File: src/rtl/ppu_chr_pkg.sv
// ppu_chr_pkg
//   Shared definitions for the CHR-RAM arbiter: FSM state encoding, SRAM
//   idle-level constants, and the mapping from a CPU-side cfg byte address
//   onto the 16-bit SRAM word address and byte-lane enables.
//   Optional feature macro used by the top: PPU_CHR_ARB_STATS_EN.
package ppu_chr_pkg;

  localparam logic [1:0] S_IDLE = 2'd0;
  localparam logic [1:0] S_PEND = 2'd1;
  localparam logic [1:0] S_CFG  = 2'd2;
  localparam logic [1:0] S_ACK  = 2'd3;

  // Levels the SRAM control pins sit at whenever nobody owns the bus.
  localparam logic SRAM_WE_N_IDLE = 1'b1;
  localparam logic SRAM_OE_N_IDLE = 1'b0;
  localparam logic SRAM_UB_N_IDLE = 1'b0;
  localparam logic SRAM_LB_N_IDLE = 1'b0;

  typedef struct packed {
    logic [11:0] addr;
    logic        ub_n;
    logic        lb_n;
  } cfg_map_t;

  // Bit 3 of the byte address picks the lane; the remaining bits form the word address.
  function automatic cfg_map_t cfg_map(input logic [12:0] byte_addr);
    cfg_map_t m;
    m.addr = {byte_addr[12:4], byte_addr[2:0]};
    m.ub_n = ~byte_addr[3];
    m.lb_n = byte_addr[3];
    return m;
  endfunction

endpackage

File: src/rtl/ppu_toggle_sync.sv
// ppu_toggle_sync
//   Two-flop synchronizer for a toggle-encoded request from another clock
//   domain, followed by an edge detector that pulses for one cycle per toggle.
//   Ports:
//     ppu_clk   in  clock
//     ppu_rstn  in  async active-low reset
//     tgl       in  asynchronous toggle input
//     tgl_edge  out one-cycle pulse per toggle edge
module ppu_toggle_sync (
  input  logic ppu_clk,
  input  logic ppu_rstn,
  input  logic tgl,
  output logic tgl_edge
);

  logic sync1;
  logic sync2;
  logic last_seen;

  always_ff @(posedge ppu_clk or negedge ppu_rstn) begin
    if (!ppu_rstn) begin
      sync1     <= 1'b0;
      sync2     <= 1'b0;
      last_seen <= 1'b0;
    end else begin
      sync1     <= tgl;
      sync2     <= sync1;
      last_seen <= sync2;
    end
  end

  assign tgl_edge = sync2 ^ last_seen;

endmodule

File: src/rtl/ppu_chr_arbiter.sv
// ppu_chr_arbiter
//   Owns the single CHR-RAM SRAM port and shares it between PPU pattern
//   fetches (fixed 2-cycle latency, back-to-back capable) and CPU $2007 cfg
//   accesses, which are slotted into cycles the PPU leaves free. A cfg
//   request that waits STARVE_LIMIT cycles forces a slot and the colliding
//   PPU request is refused via o_pt_drop.
//   Ports:
//     i_ppu_clk / i_ppu_rstn            clock, async active-low reset
//     i_pt_req / i_pt_addr              PPU fetch request
//     o_pt_rdata / o_pt_rvalid          PPU fetch data, valid 2 cycles after request
//     o_pt_drop                         PPU request refused this cycle
//     i_cfg_req_tgl, i_cfg_addr,
//     i_cfg_we, i_cfg_wdata             CPU-domain toggle request and its operands
//     o_cfg_ack_tgl / o_cfg_rdata       completion toggle and read byte
//     o_sram_*  / i_sram_rdata          registered SRAM pins
//     o_drop_cnt                        saturating drop counter (PPU_CHR_ARB_STATS_EN only)
//   Config macro: PPU_CHR_ARB_STATS_EN adds o_drop_cnt.
//
//   state  | meaning
//   S_IDLE | no cfg request outstanding
//   S_PEND | cfg request waiting for a free bus slot
//   S_CFG  | bus carries the cfg access this cycle
//   S_ACK  | capture read byte, toggle ack, release request
module ppu_chr_arbiter
  import ppu_chr_pkg::*;
#(
  parameter int STARVE_LIMIT = 8,
  parameter int CNT_W        = 4
) (
  input  logic        i_ppu_clk,
  input  logic        i_ppu_rstn,
  input  logic        i_pt_req,
  input  logic [11:0] i_pt_addr,
  output logic [15:0] o_pt_rdata,
  output logic        o_pt_rvalid,
  output logic        o_pt_drop,
  input  logic        i_cfg_req_tgl,
  input  logic [12:0] i_cfg_addr,
  input  logic        i_cfg_we,
  input  logic [7:0]  i_cfg_wdata,
  output logic        o_cfg_ack_tgl,
  output logic [7:0]  o_cfg_rdata,
  output logic [11:0] o_sram_addr,
  output logic [15:0] o_sram_wdata,
  input  logic [15:0] i_sram_rdata,
  output logic        o_sram_we_n,
  output logic        o_sram_oe_n,
  output logic        o_sram_ub_n,
  output logic        o_sram_lb_n
`ifdef PPU_CHR_ARB_STATS_EN
  ,
  output logic [15:0] o_drop_cnt
`endif
);

  logic [1:0]       state;
  logic [1:0]       state_nxt;
  logic             req_pend;
  logic             req_edge;
  logic [CNT_W-1:0] starve_cnt;
  logic             starved;
  logic             cfg_grant;
  logic             pt_serve;
  logic             pt_on_bus;
  logic [7:0]       cfg_sample;
  cfg_map_t         cmap;

  ppu_toggle_sync u_req_sync (
    .ppu_clk  (i_ppu_clk),
    .ppu_rstn (i_ppu_rstn),
    .tgl      (i_cfg_req_tgl),
    .tgl_edge (req_edge)
  );

  assign cmap = cfg_map(i_cfg_addr);

  assign starved   = (state == S_PEND) && i_pt_req && (starve_cnt == CNT_W'(STARVE_LIMIT - 1));
  assign cfg_grant = (state == S_PEND) && (!i_pt_req || starved);
  // The S_CFG cycle is reserved: a PPU request then would collide in the
  // pipeline with the cfg completion, so it is refused rather than queued.
  assign pt_serve  = i_pt_req && (state != S_CFG) && !cfg_grant;
  assign o_pt_drop = i_pt_req && !pt_serve;

  always_comb begin
    state_nxt = state;
    case (state)
      S_IDLE: if (req_pend) state_nxt = S_PEND;
      S_PEND: if (cfg_grant) state_nxt = S_CFG;
      S_CFG:  state_nxt = S_ACK;
      S_ACK:  state_nxt = req_edge ? S_PEND : S_IDLE;
      default: state_nxt = S_IDLE;
    endcase
  end

  always_ff @(posedge i_ppu_clk or negedge i_ppu_rstn) begin
    if (!i_ppu_rstn) begin
      state      <= S_IDLE;
      req_pend   <= 1'b0;
      starve_cnt <= '0;
    end else begin
      state <= state_nxt;
      // Edges arriving while a request is outstanding are dropped; the ack
      // cycle frees the slot so an edge seen there starts the next request.
      if (state == S_ACK) begin
        req_pend <= req_edge;
      end else if (req_edge && !req_pend) begin
        req_pend <= 1'b1;
      end
      if (state == S_ACK) begin
        starve_cnt <= '0;
      end else if ((state == S_PEND) && i_pt_req && !starved) begin
        starve_cnt <= starve_cnt + CNT_W'(1);
      end
    end
  end

  always_ff @(posedge i_ppu_clk or negedge i_ppu_rstn) begin
    if (!i_ppu_rstn) begin
      o_sram_addr  <= '0;
      o_sram_wdata <= '0;
      o_sram_we_n  <= SRAM_WE_N_IDLE;
      o_sram_oe_n  <= SRAM_OE_N_IDLE;
      o_sram_ub_n  <= SRAM_UB_N_IDLE;
      o_sram_lb_n  <= SRAM_LB_N_IDLE;
    end else if (cfg_grant) begin
      o_sram_addr  <= cmap.addr;
      o_sram_ub_n  <= cmap.ub_n;
      o_sram_lb_n  <= cmap.lb_n;
      o_sram_we_n  <= ~i_cfg_we;
      o_sram_oe_n  <= i_cfg_we;
      if (!i_cfg_we) begin
        o_sram_wdata <= '0;
      end else if (i_cfg_addr[3]) begin
        o_sram_wdata <= {i_cfg_wdata, 8'h00};
      end else begin
        o_sram_wdata <= {8'h00, i_cfg_wdata};
      end
    end else begin
      if (pt_serve) o_sram_addr <= i_pt_addr;
      o_sram_wdata <= '0;
      o_sram_we_n  <= SRAM_WE_N_IDLE;
      o_sram_oe_n  <= SRAM_OE_N_IDLE;
      o_sram_ub_n  <= SRAM_UB_N_IDLE;
      o_sram_lb_n  <= SRAM_LB_N_IDLE;
    end
  end

  always_ff @(posedge i_ppu_clk or negedge i_ppu_rstn) begin
    if (!i_ppu_rstn) begin
      pt_on_bus   <= 1'b0;
      o_pt_rvalid <= 1'b0;
      o_pt_rdata  <= '0;
    end else begin
      pt_on_bus   <= pt_serve;
      o_pt_rvalid <= pt_on_bus;
      if (pt_on_bus) o_pt_rdata <= i_sram_rdata;
    end
  end

  // Read data is sampled at the end of the S_CFG bus cycle and published
  // together with the ack toggle so the CPU side sees both change at once.
  always_ff @(posedge i_ppu_clk or negedge i_ppu_rstn) begin
    if (!i_ppu_rstn) begin
      cfg_sample    <= '0;
      o_cfg_rdata   <= '0;
      o_cfg_ack_tgl <= 1'b0;
    end else begin
      if (state == S_CFG) begin
        cfg_sample <= i_cfg_addr[3] ? i_sram_rdata[15:8] : i_sram_rdata[7:0];
      end
      if (state == S_ACK) begin
        o_cfg_ack_tgl <= ~o_cfg_ack_tgl;
        if (!i_cfg_we) o_cfg_rdata <= cfg_sample;
      end
    end
  end

`ifdef PPU_CHR_ARB_STATS_EN
  always_ff @(posedge i_ppu_clk or negedge i_ppu_rstn) begin
    if (!i_ppu_rstn) begin
      o_drop_cnt <= '0;
    end else if (o_pt_drop && (o_drop_cnt != 16'hFFFF)) begin
      o_drop_cnt <= o_drop_cnt + 16'd1;
    end
  end
`endif

endmodule

File: config.mk
export PLATFORM = sky130hd
export DESIGN_NAME = ppu_chr_arbiter
export DESIGN_NICKNAME = d
export VERILOG_FILES = /design/src/rtl/ppu_chr_pkg.sv /design/src/rtl/ppu_toggle_sync.sv /design/src/rtl/ppu_chr_arbiter.sv
export SDC_FILE = /design/constraint.sdc
export NUM_CORES = 1
export LEC_CHECK = 0
export BUFFER_PORTS_ARGS = -buffer_cell sky130_fd_sc_hd__buf_2
export CORE_ASPECT_RATIO = 2
export CORE_MARGIN = 10
export CORE_UTILIZATION = 40
export DETAILED_ROUTE_END_ITERATION = 8
export MAX_ROUTING_LAYER = met4
export PLACE_DENSITY_LB_ADDON = 0.25
export SYNTH_ARGS = -nofsm -noshare
export SYNTH_HDL_FRONTEND = slang
export SYNTH_SLANG_ARGS = --single-unit
File: constraint.sdc
create_clock -name i_ppu_clk -period 2.4 [get_ports i_ppu_clk]
set_input_delay 0.12 -clock i_ppu_clk [delete_from_list [all_inputs] [get_ports i_ppu_clk]]
set_output_delay 0.12 -clock i_ppu_clk [all_outputs]
set_load 0.05 [all_outputs]
==> results of run 1 <==
-- power groups by stage --
stage	sequential, uW	clock (uW)	combinational, uW
4_1_cts	2030	1350	2780
2_1_floorplan	3200	0	924
6_report	2020	1310	2740
3_3_place_gp	2030	0	2740
5_1_grt	2090	1400	2910
3_5_place_dp	2050	0	2780
-- final timing paths --
| path | from | to | cells after the start |
|---|---|---|---|
| setup reg to reg | starve_cnt[0] | o_sram_addr[5] | 5 |
| hold reg to reg | u_req_sync.sync1 | u_req_sync.sync2 | 0 |
| hold / removal | i_cfg_addr[4] | o_sram_addr[3] | 2 |
| max in group asynchronous | i_ppu_rstn | o_sram_wdata[8] | 2 |
| min in group asynchronous | i_ppu_rstn | starve_cnt[1] | 2 |
| setup / recovery | state[1] | o_pt_drop | 5 |
-- cells by family (layout without fill, tap and decap cells) --
logic type / after synthesis / in the layout / share of synthesized area (%)
DFF: 77 / 77 / 61.42
muxes: 57 / 57 / 20.13
and+or+nand+nor: 48 / 48 / 7.255
AOI/OAI and AO/OA: 25 / 25 / 5.182
buffers and inverters: 19 / 140 / 3.069
adders and majority gates: 6 / 6 / 2.391
xor gates and xnor gates: 2 / 2 / 0.5581
-- sequential cells by signal (all words and copies together), names as in the netlist, 2 cells and up --
signal / flops
state: 2
o_cfg_rdata: 8
cfg_sample: 8
o_pt_rdata: 16
starve_cnt: 4
o_sram_addr: 12
o_sram_wdata: 16
-- routing by layer --
layer / vias up / wire (um) / track usage [%]
met5: - / 0 / -
met4: 0 / 186 / 6.481
met3: 13 / 442 / 3.028
met2: 64 / 4189 / 22.99
met1: 1073 / 2810 / 13.59
li1: 1043 / - / -
-- through the flow --
stage / hold WS (ns) / worst slack (ns) / total power, uW / cell area (um^2)
2_1_floorplan: -0.1756 / 0.6194 / 4129 / 3139
3_3_place_gp: 0.2310 / 0.6251 / 4776 / 3772
3_5_place_dp: 0.2298 / 0.6130 / 4829 / 3772
4_1_cts: 0.008032 / 0.2737 / 6167 / 4089
5_1_grt: 0.01536 / 0.1676 / 6394 / 4089
6_report: 0.01975 / 0.3082 / 6074 / 4089
-- worst reg2reg max path: cells and delay by family (launching register included) --
kind            cells  cell delay [ns]
simple gates        1             0.30
fa+ha+maj           1             0.23
mux                 1             0.36
compound gates      1             0.17
flops               1             0.40
buf+inv             1             0.22
-- placed cells by master (no fill, tap or decap), types with 2 or more instances in the layout --
cell / Yosys / final
dfrtp_1: 76 / 76
nand3_1: 2 / 2
a21oi_1: 11 / 11
nor3_1: 8 / 8
clkbuf_8: 0 / 2
mux2_2: 49 / 49
nor2_1: 19 / 19
mux2i_1: 8 / 8
clkbuf_16: 0 / 9
xor2_1: 2 / 2
clkinv_4: 0 / 4
inv_1: 7 / 7
dlygate4sd3_1: 0 / 2
buf_4: 1 / 4
nand2_1: 10 / 10
ha_1: 6 / 6
o21ai_0: 3 / 3
buf_2: 5 / 111
-- cell type report --
type	instances	area share, %
clock buffer	11	6.181
clock inverter	5	1.071
inverter	7	0.6426
multi-input combinational	138	27.26
sequential	77	47.15
tap	94	2.876
timing repair buffer	117	14.81
==> results.yml, run 1 <==
pwr:
  p_clk_share_pct: 21.5
  p_seq_share_pct: 33.3
  power.internal_uw: 3372
  p_leak_uw: 0.002027
  p_comb_share_pct: 45.2
  swShare_pct: 44.48
  p_sw_uw: 2702
  power_density_nw_per_um2: 1486
  vdd_ir_drop_max_uv: 763.5
critical_path:
  crit_family: "compound AO/OA/AOI/OAI gates"
  path_cells: "inv_1 > ha_1 > a21boi_0 > o21a_1 > buf_2"
  endpoint_kind: "output port"
  r2r_slack_ns: 0.60
  slowest_stage: "dfrtp_1"
  crit_path_start_kind: "register"
  arrival_ns: 1.97
  cp_max_fo: 6
  path_buf_inv: 2
  cp_data_required_time_ns: 2.28
  cpPeakStageDelay_ns: 0.42
  worstSetupPathType: "reg2out"
timing:
  worst_pin_slew_ns: 0.9689
  skew_ns: 0.005720
  setup-tns-final_ns: 0
  fmax_ghz: 0.4781
  fin_crit_ns: 2.092
  setup_viol: 0
  slew_headroom_pct: 35.41
  rsz0062_at_grt: "false"
  hold_viol_final: 0
  slew_viol_final: 0
  timing.final.crit_share_pct: 87.16
yosys:
  synth_edf_count: 0
  synth_area_per_cell_um2: 13.42
  yosysSeqAreaShare_pct: 61.42
  synth-main-ff-cell: "dfrtp_1"
  synth_area_leaders: "dfrtp_1 61%, mux2_2 18%, mux2i_1 2.6%, ha_1 2.4%, nor2_1 2.3%"
  syn_inst: 234
  ys_types: 38
  synth-seq-cells: 77
  yosys_warnings: 0
  synth_top_area_share_pct: 60.58
  yosysMostFrequentCell: "dfrtp_1"
  yosysTopAreaCell: "dfrtp_1"
  syn-num-nets: 294
  synthTopCellsByCount: "76 x dfrtp_1, 49 x mux2_2, 19 x nor2_1"
  synthArstFlopShare_pct: 100.0
  synth_area_um2: 3139
clock_tree:
  cts_setup_buffers: 0
  cts.sinks: 77
  post_cts_resized: 0
  cts_tree: "yes"
  clock_path_buffers: 2
  cts_root_buf: "clkbuf_16"
  cts_hold_buffers: 2
  cts_inserted_buffers: 9
  cts-htree-levels: 3
  clk_pin_slew_ns: 0.06
  clock_latency_ns: 0.33
placed_design:
  placed_cells: 431
  place_congestion: 0.8008
  port_buffers: 112
  hpwl_um: 5723
die:
  dieArea_um2: 12010
  rows: 45
  initial_core_util_pct: 41.30
  die_w_um: 82.64
  fp.coreArea_um2: 7601
  ios: 113
  die_h_um: 145.3
detailed_routing:
  drcViolationCount: 0
  drt_iter0_markers: 82
  ant_nets: 0
  routedWlPerCell_um: 16.99
  via_per_inst: 4.884
  vias: 2193
  first_pass_iters: 4
  drt_wl_total_um: 7628
global_routing:
  grt_pass1_wl_um: 12110
  grt.overflow.total: 0
  grt_pass1_vias: 2448
  grt_start_max_net_pins: 78
  gr-usage-all-layers_pct: 13.43
  antenna_found_initial: 0
layout:
  area_growth_pct: 30.25
  diodes: 0
  multiInputGateArea_um2: 1115
  layout.nets: 410
  fin_cells: 449
  post-route-util_pct: 53.79
  layout-drive-gt1-share_pct: 52.39
  fillers: 696
  ff_latch_area_um2: 1928
job:
  cap_violations: 0
min_path:
  hold_path.class: "in2reg"
outcome:
  status: "finished, final reports clean"
(Power assumes the default switching activity.)
==> inputs of run 2 (changes only) <==
Settings changed: RECOVER_POWER set to 25.
==> results.yml, run 2 (synthesis results as in run 1) <==
clock_tree:
  clock_latency_ns: 0.33
  cts_inserted_buffers: 9
  cts_hold_buffers: 2
  cts_root_buf: "clkbuf_16"
  cts_setup_buffers: 0
  clk_pin_slew_ns: 0.06
  clock_path_buffers: 2
  cts-htree-levels: 3
  cts.sinks: 77
  post_cts_resized: 0
  cts_tree: "yes"
layout:
  layout.nets: 410
  ff_latch_area_um2: 1928
  area_growth_pct: 28.30
  reg_top3: "o_pt_rdata (16), o_sram_wdata (16), o_sram_addr (12)"
  final_cell_mix: "76 x dfrtp_1, 62 x buf_2, 49 x mux2_2, 49 x clkbuf_1, 19 x nor2_1"
  multiInputGateArea_um2: 1115
  layout-drive-gt1-share_pct: 38.59
  diodes: 0
  final_common_cell: "dfrtp_1"
  fin_cells: 449
  fillers: 721
  post-route-util_pct: 52.99
global_routing:
  grt.overflow.total: 0
  use_met3_pct: 3.028
  use_met1_pct: 13.59
  grt_use_met2_pct: 22.99
  antenna_found_initial: 0
  busiest_layer: "met2"
  grt_start_max_net_pins: 78
  grt_pass1_wl_um: 12110
  gr-usage-all-layers_pct: 13.43
  grt_pass1_vias: 2448
detailed_routing:
  vias: 2177
  drt_iter0_markers: 81
  first_pass_iters: 4
  via_per_inst: 4.849
  routedWlPerCell_um: 17.03
  ant_nets: 0
  drt_wl_total_um: 7648
  drcViolationCount: 0
pwr:
  p_comb_share_pct: 44.3
  p_clk_share_pct: 21.8
  vdd_ir_drop_max_uv: 755.3
  p_seq_share_pct: 33.9
  power_density_nw_per_um2: 1490
  power.internal_uw: 3293
  p_sw_uw: 2708
  swShare_pct: 45.12
  p_leak_uw: 0.001863
critical_path:
  r2r_end: "o_sram_addr[5]"
  endpoint_kind: "output port"
  startpoint: "state[1]"
  cp_data_required_time_ns: 2.28
  crit_path_start_kind: "register"
  cp-endpoint: "o_pt_drop"
  cp_max_fo: 6
  r2r-start: "starve_cnt[0]"
  r2r_slack_ns: 0.60
  arrival_ns: 1.97
  worstSetupPathType: "reg2out"
  r2r_cells: 5
timing:
  setup_viol: 0
  fin_ws_ns: 0.3082
  slew_headroom_pct: 35.29
  rsz0062_at_grt: "false"
  hold_slack_ns: 0.01979
  fmax_ghz: 0.4781
  worst_pin_slew_ns: 0.9707
  skew_ns: 0.006522
  slew_viol_final: 0
  hold_viol_final: 0
  fin_crit_ns: 2.092
  setup-tns-final_ns: 0
  timing.final.crit_share_pct: 87.16
die:
  dieArea_um2: 12010
  initial_core_util_pct: 41.30
  die_w_um: 82.64
  rows: 45
  fp.coreArea_um2: 7601
  ios: 113
  die_h_um: 145.3
placed_design:
  place_congestion: 0.8008
  port_buffers: 112
  placed_cells: 431
  dp_slack_ns: 0.6130
  hpwl_um: 5723
outcome:
  status: "finished, final reports clean"
min_path:
  hold_path.class: "in2reg"
job:
  cap_violations: 0
-- run 2: power by group through the flow --
stage	clock (uW)	combinational [uW]	sequential, uW
floorplan	0	924	3200
global placement	0	2740	2030
detailed placement	0	2780	2050
CTS	1350	2780	2030
global route	1400	2830	2100
finish	1310	2660	2030
-- run 2: how the worst min path moves through the flow --
| stage | endpoint | slack (ns) | start | cells past startpoint |
|---|---|---|---|---|
| floorplan | cfg_sample[0] | -0.18 | i_ppu_rstn | 0 |
| global placement | u_req_sync.sync1 | 0.23 | i_cfg_req_tgl | 1 |
| detailed placement | u_req_sync.sync1 | 0.23 | i_cfg_req_tgl | 1 |
| CTS | o_sram_addr[3] | 0.008 | i_cfg_addr[4] | 2 |
| global route | o_sram_addr[0] | 0.02 | i_cfg_addr[0] | 2 |
| finish | o_sram_addr[3] | 0.02 | i_cfg_addr[4] | 2 |
-- run 2: final cells by class --
class                      instances  share of cell area (%)
clock inverter                     5                   1.087
timing repair buffer             117                   13.51
clock buffer                      11                   6.275
sequential                        77                   47.87
multi-input combinational        138                   27.68
tap                               94                   2.920
inverter                           7                  0.6524
-- run 2: critical path, cell delays in order (launching register included) --
cell      delay [ns]
dfrtp_1         0.42
inv_1           0.12
ha_1            0.30
a21boi_0        0.38
o21a_1          0.16
buf_2           0.26
-- run 2: per-layer routing --
metal	up-vias	share of wire [%]
li1	1045	-
met1	1057	37
met2	62	55
met3	13	5.9
met4	0	2.4
met5	-	0
-- run 2: per-stage QoR --
stage,total power [uW],area [um^2]
floorplan,4129,3139
global placement,4776,3772
detailed placement,4829,3772
CTS,6167,4089
global route,6322,4028
finish,6001,4028
==> inputs of run 3 (changes only) <==
Settings changed: CORE_MARGIN 10 to 1.5.
==> results.yml, run 3 (synthesis results as in run 1) <==
outcome:
  status: "finished, final reports clean"
timing:
  rsz0062_at_grt: "false"
  hold_slack_ns: 0.01642
  hold_viol_final: 0
  setup_viol: 0
  setup-tns-final_ns: 0
  fmax_ghz: 0.4875
  worst_pin_slew_ns: 0.9399
  slew_headroom_pct: 37.34
  fin_crit_ns: 2.051
  timing.final.crit_share_pct: 85.46
  skew_ns: 0.004857
  slew_viol_final: 0
critical_path:
  startpoint: "state[1]"
  r2r_slack_ns: 0.62
  path_cells: "inv_1 > ha_1 > a21boi_0 > o21a_1 > buf_2"
  cpPeakStageDelay_ns: 0.41
  r2r_end: "o_sram_addr[0]"
  arrival_ns: 1.93
  worstSetupPathType: "reg2out"
  cp-endpoint: "o_pt_drop"
  endpoint_kind: "output port"
  cp_max_fo: 6
  r2r_cells: 5
  crit_path_start_kind: "register"
  r2r-start: "starve_cnt[0]"
  cp_data_required_time_ns: 2.28
  slowest_stage: "dfrtp_1"
layout:
  fillers: 698
  final_cell_mix: "76 x dfrtp_1, 62 x buf_2, 49 x mux2_2, 49 x clkbuf_1, 19 x nor2_1"
  fin_cells: 449
  multiInputGateArea_um2: 1115
  diodes: 0
  layout.nets: 410
  reg_top3: "o_pt_rdata (16), o_sram_wdata (16), o_sram_addr (12)"
  layout-drive-gt1-share_pct: 38.59
  ff_latch_area_um2: 1928
  area_growth_pct: 28.90
  final_common_cell: "dfrtp_1"
detailed_routing:
  drt_iter0_markers: 78
  vias: 2212
  ant_nets: 0
  drcViolationCount: 0
  via_per_inst: 4.927
  drt_wl_total_um: 6473
  routedWlPerCell_um: 14.42
  first_pass_iters: 4
pwr:
  vdd_ir_drop_max_uv: 870.5
  power_density_nw_per_um2: 1503
  p_leak_uw: 0.001867
global_routing:
  grt_pass1_wl_um: 10480
  gr-usage-all-layers_pct: 17.29
  antenna_found_initial: 0
  grt.overflow.total: 0
  grt_start_max_net_pins: 78
  grt_pass1_vias: 2263
die:
  die_w_um: 65.64
  ios: 113
  dieArea_um2: 8421
  initial_core_util_pct: 41.30
  die_h_um: 128.3
  rows: 45
  fp.coreArea_um2: 7601
job:
  cap_violations: 0
placed_design:
  placed_cells: 431
  place_congestion: 0.7541
  port_buffers: 112
  hpwl_um: 4667
clock_tree:
  cts-htree-levels: 3
  post_cts_resized: 0
  cts_inserted_buffers: 9
  clock_path_buffers: 2
  cts_setup_buffers: 0
  cts.sinks: 77
  cts_tree: "yes"
  clk_pin_slew_ns: 0.05
  cts_root_buf: "clkbuf_16"
  clock_latency_ns: 0.33
min_path:
  hold_path.class: "in2reg"
run 3: cell types whose count changed in the layout (fill, tap and decap cells not counted):
cell	before	now
bufinv_16	0	2
clkbuf_8	2	0
clkinv_2	0	3
clkinv_4	4	0
clkinvlp_4	0	2
inv_6	1	0
run 3: area by class of cell:
cell class / count / area share, %
repair buffers: 117 / 13.45
multi-input cells: 138 / 27.55
clock buffers: 9 / 5.566
clock inverters: 7 / 2.226
well taps: 94 / 2.907
inverters: 7 / 0.6494
flip-flops and latches: 77 / 47.65
run 3: how the worst min path moves through the flow:
stage / start / to / slack (ns) / depth (start not counted)
2_1_floorplan: i_ppu_rstn / cfg_sample[0] / -0.18 / 0
3_3_place_gp: i_cfg_req_tgl / u_req_sync.sync1 / 0.24 / 1
3_5_place_dp: i_cfg_req_tgl / u_req_sync.sync1 / 0.24 / 1
4_1_cts: i_cfg_addr[12] / o_sram_addr[11] / 0.007 / 2
5_1_grt: i_cfg_addr[9] / o_sram_addr[8] / 0.02 / 2
6_report: i_cfg_addr[9] / o_sram_addr[8] / 0.02 / 2
run 3: metal layers:
metal	vias up	part of all wire (%)	GRT usage, %	wire (um)
li1	1046	-	-	-
met2	77	53	28.82	3453
met3	13	5.2	3.600	335
met5	-	0	-	0
met4	0	3.0	10.17	196
met1	1076	38	18.46	2487
run 3: critical path, delay by kind of cell (launching register included):
family | cells | cell delay (ns)
AO/OA/AOI/OAI | 2 | 0.50
flip-flops | 1 | 0.41
buffers and inverters | 2 | 0.38
adder cells (fa/ha/maj) | 1 | 0.31
run 3: stage by stage:
stage	worst slack [ns]	instance area (um^2)	power, uW	utilization [%]
3_3_place_gp	0.6595	3772	4731	49.63
5_1_grt	0.1764	4046	6393	53.23
6_report	0.3489	4046	6080	53.23
2_1_floorplan	0.6194	3139	4129	-
3_5_place_dp	0.6217	3772	4790	49.63
4_1_cts	0.3379	4108	6219	54.04
run 3: report_power, final:
group	switching (uW)	internal, uW
Sequential	281	1760
Combinational	1860	767
Clock	509	903
Total	2650	3430
run 3: timing repair:
action,CTS,global route
hold buffers,2,0
setup endpoints to repair,0,0
hold endpoints to repair,77,0
